**config.mk**
```make
export PLATFORM = sky130hd
export DESIGN_NAME = pp_accum_mul
export DESIGN_NICKNAME = d
export VERILOG_FILES = /design/src/rtl/pp_accum_mul.sv
export SDC_FILE = /design/constraint.sdc
export NUM_CORES = 1
export LEC_CHECK = 0
export ABC_AREA = 1
export CORE_UTILIZATION = 55
export CTS_CLUSTER_SIZE = 30
export DETAILED_ROUTE_END_ITERATION = 10
export PLACE_DENSITY = 0.78
export SLEW_MARGIN = 15
export SYNTH_ARGS = -nofsm -noshare
export SYNTH_HDL_FRONTEND = slang
export SYNTH_HIERARCHICAL = 1
export SYNTH_SLANG_ARGS = --single-unit
export TNS_END_PERCENT = 20
```
**constraint.sdc**
```tcl
create_clock -name clk -period 4.2 [get_ports clk]
set_clock_uncertainty 0.15 [all_clocks]
set_input_delay 0.84 -clock clk [delete_from_list [all_inputs] [get_ports clk]]
set_output_delay 0.84 -clock clk [all_outputs]
set_load 0.02 [all_outputs]
```
**src/rtl/pp_accum_mul.sv**
```systemverilog
// Sequential unsigned multiplier: one 2-bit x 2-bit digit product per cycle,
// shifted and accumulated into a 2*WIDTH-bit result with a valid/ready interface.

module mul_2bit (
  input  logic [1:0] p1p0,
  input  logic [1:0] q1q0,
  output logic [3:0] r
);
  assign r = {2'b00, p1p0} * {2'b00, q1q0};
endmodule

module pp_accum_mul #(
  parameter int WIDTH = 8
) (
  input  logic               clk,
  input  logic               rst_n,
  input  logic [WIDTH-1:0]   a,
  input  logic [WIDTH-1:0]   b,
  input  logic               in_valid,
  output logic               in_ready,
  output logic [2*WIDTH-1:0] product,
  output logic               out_valid,
  input  logic               out_ready,
  output logic               busy
);
  localparam int DIGITS = WIDTH / 2;
  localparam int CW     = $clog2(DIGITS);
  localparam int PW     = 2 * WIDTH;

  typedef enum logic [1:0] {IDLE, RUN, DONE} state_t;

  state_t          state, state_next;
  logic [WIDTH-1:0] a_r, b_r;
  logic [PW-1:0]    acc;
  logic [CW-1:0]    i, j;
  logic [1:0]       digit_a, digit_b;
  logic [3:0]       r;
  logic [CW+1:0]    shamt;
  logic [PW-1:0]    term;
  logic             last_j, last;

  assign digit_a = a_r[2*i +: 2];
  assign digit_b = b_r[2*j +: 2];

  mul_2bit u_mul (
    .p1p0 (digit_a),
    .q1q0 (digit_b),
    .r    (r)
  );

  // Digit weight is 4^(i+j): shift by twice the digit-index sum.
  assign shamt  = {({1'b0, i} + {1'b0, j}), 1'b0};
  assign term   = PW'(r) << shamt;
  assign last_j = (j == CW'(DIGITS - 1));
  assign last   = last_j && (i == CW'(DIGITS - 1));

  assign in_ready  = (state == IDLE);
  assign out_valid = (state == DONE);
  assign busy      = (state != IDLE);

  always_comb begin
    state_next = state;
    unique case (state)
      IDLE:    if (in_valid)  state_next = RUN;
      RUN:     if (last)      state_next = DONE;
      DONE:    if (out_ready) state_next = IDLE;
      default:                state_next = IDLE;
    endcase
  end

  always_ff @(posedge clk or negedge rst_n) begin
    if (!rst_n) state <= IDLE;
    else        state <= state_next;
  end

  always_ff @(posedge clk or negedge rst_n) begin
    if (!rst_n) begin
      a_r     <= '0;
      b_r     <= '0;
      acc     <= '0;
      i       <= '0;
      j       <= '0;
      product <= '0;
    end else begin
      unique case (state)
        IDLE: begin
          if (in_valid) begin
            a_r <= a;
            b_r <= b;
            acc <= '0;
            i   <= '0;
            j   <= '0;
          end
        end
        RUN: begin
          acc <= acc + term;
          if (last_j) begin
            j <= '0;
            i <= i + 1'b1;
          end else begin
            j <= j + 1'b1;
          end
          if (last) product <= acc + term;
        end
        default: ;
      endcase
    end
  end
endmodule

```
==> impl_metrics.ini <==
[placement]
placed_cell_area_mm2 = 0.003819
dp_cells = 587
dpl.hpwl_um = 6174
place_congestion = 0.9786
io_buffers = 38
dp_slack_ns = 0.7180

[worst_setup_path]
path_cells = inv_1 > nor2_1 > o22ai_1 > nand2_1 > inv_1 > ha_1 > ha_1 > inv_1 > o21ai_0 > nand2_1 > nor2_1 > ha_1 > or2_1 > and2_1 > nand2_1 > nand2_1 > or2_1 > nand3_1 > nand2_1
cp.required_ns = 4.25
cp-start-kind = register
reg2reg_depth = 19
path_max_fanout = 8
crit_path_end_kind = register
critPathLaunch = i[0]
path_class = reg -> reg
rr_startpoint = i[0]
cpMostUsedCell = nand2_1
r2r_setup_slack_ns = 0.67
worstPathArrival_ns = 3.58
max_stage_delay_ns = 0.47
crit_slowest_cell = dfrtp_1

[hold_path]
hold_class = reg -> reg
holdCritStartpoint = product[11]
hold_path_depth = 2

[power]
p_leak_nw = 2.189
peakVddDrop_mv = 0.3531
p_per_area_mw_per_mm2 = 726.5
total_power_mw = 2.834

[cells_and_area]
fin_area_mm2 = 0.003901
syn_to_final_growth_pct = 14.97
fin_cells = 594
n_antenna_cell = 0
nNetsFinal = 561
fill_cells = 544
fin_util = 0.6589
final_cell_mix = nand2_1 (203), inv_1 (57), dfrtp_1 (54)
final_common_cell = nand2_1
drive_gt1_frac = 0.04239

[clock_tree]
cts_inserted_buffers = 5
cts_tree = done
cts_sinks = 54
holdBufCountCts = 0
clockBufferDepth = 2
cts_resized = 0
clkSlewWorstSetupHoldPaths_ns = 0.10
insertion_delay_ns = 0.31
cts_root_buffer = clkbuf_8
htree_num_levels = 2
post_cts_buffers = 0

[synth]
syn_nets = 522
synth.distinct_cells = 32
yosysSeqAreaShare = 0.3982
avgSynthCellArea_um2 = 7.069
synth_area_mm2 = 0.003393
synthCells = 480
ys_seq_elements = 54
yosysWarnings = 6

[drt]
met1Wirelength_um = 3765
ant_nets = 0
highest_layer = met4
wl_met3_um = 423
drt-total-wl_um = 8083
first_iter_violations = 232
vias_per_cell = 5.254
vias = 3121
drt_pass1_iterations = 5
drc_errors = 0
wl_per_cell_um = 13.61
dr_wl_met2_um = 3760

[floorplan]
rows = 28
io_pins = 39
core_area_mm2 = 0.005921
dieArea_mm2 = 0.006488
initial_core_util = 0.5731
die_h_um = 80.55
die_x_um = 80.55

[grt]
antenna_found_initial = 0
grt_pass1_vias = 3019
grt_pass1_wl_um = 13920
grt.total_usage = 0.2789
grt_max_degree = 29
grt_overflow = 0

[timing]
setup_slack_ns = 0.6664
min_period_over_period = 0.8413
relSlewSlack = 0.5802
hold_violations = 0
slew_viol_final = 0
fin_crit_ns = 3.534
tightest_slew_ns = 0.6298
fin_tns_setup_ns = 0
setup_violations = 0
fmax_ghz = 0.2830
holdWs_ns = 0.3388
rsz0062_at_grt = no

[run_status]
status = complete, no violations

[run]
drv_cap = 0
[sequential cells by signal, summed over array words and instances (netlist names)]
signal and count:
j 2, product 16, i 2, a_r 8, b_r 8, state 2
acc 16
[critical path, delay by kind of cell, from the launching register on]
kind                       cells  cell delay [ns]
buffers and inverters          3             0.26
and+or+nand+nor               11             1.39
DFF                            1             0.47
adders and majority gates      3             0.58
AOI/OAI and AO/OA              2             0.57
[per-layer routing]
metal | vias to the layer above | track usage
met5 | - | 0
met4 | 0 | 0.07321
met3 | 13 | 0.04773
met2 | 102 | 0.4568
met1 | 1431 | 0.3786
li1 | 1575 | -
[synthesized netlist by cell type]
master | number | area share
a22o_1 | 1 | 0.0026
buf_6 | 2 | 0.0066
or2_2 | 4 | 0.0074
inv_2 | 3 | 0.0033
or2_0 | 1 | 0.0018
fa_1 | 2 | 0.012
a21oi_1 | 8 | 0.012
nand3_1 | 37 | 0.055
clkbuf_1 | 1 | 0.0011
nand2_1 | 203 | 0.22
o22ai_1 | 6 | 0.011
buf_2 | 2 | 0.0029
dfrtp_1 | 54 | 0.40
nor2_2 | 1 | 0.0018
nor3_1 | 6 | 0.0088
o21ai_0 | 14 | 0.021
a31oi_1 | 2 | 0.0037
nand2_4 | 1 | 0.0033
o31ai_1 | 1 | 0.0022
inv_1 | 57 | 0.063
and2_1 | 2 | 0.0037
ha_1 | 20 | 0.074
mux2i_1 | 1 | 0.0029
nor2_8 | 2 | 0.012
nor2_1 | 34 | 0.038
inv_4 | 1 | 0.0018
buf_4 | 2 | 0.0044
nand4_1 | 1 | 0.0018
o21ai_1 | 5 | 0.0074
nor2_4 | 1 | 0.0033
or2_1 | 3 | 0.0055
nand3b_1 | 2 | 0.0044
[cell type report]
type / count / area [µm²] / share of cell area
multi-input combinational: 358 / 1759 / 0.4509
sequential: 54 / 1351 / 0.3464
timing repair buffer: 39 / 382.9 / 0.09814
inverter: 61 / 231.5 / 0.05933
tap: 75 / 93.84 / 0.02405
clock buffer: 5 / 68.82 / 0.01764
clock inverter: 2 / 13.76 / 0.003528
[where the power goes]
group | switching, mW | total [mW] | internal (mW)
registers | 0.152 | 0.893 | 0.740
logic | 1.04 | 1.65 | 0.614
clock network | 0.176 | 0.292 | 0.116
total | 1.36 | 2.83 | 1.47
[kinds of logic (layout without fill, tap and decap cells)]
group,Yosys count,count (layout),synth area share
mux,1,1,0.002950
flops,54,54,0.3982
buf+inv,68,107,0.08333
simple gates,298,298,0.3706
fa+ha+maj,22,22,0.08555
compound gates,37,37,0.05937
[final timing paths]
path                          endpoint
setup / recovery                acc[8]
hold / removal             product[11]
setup reg to reg                acc[8]
hold reg to reg            product[11]
max in group asynchronous      acc[10]
min in group asynchronous       a_r[5]
(Power assumes the default switching activity.)
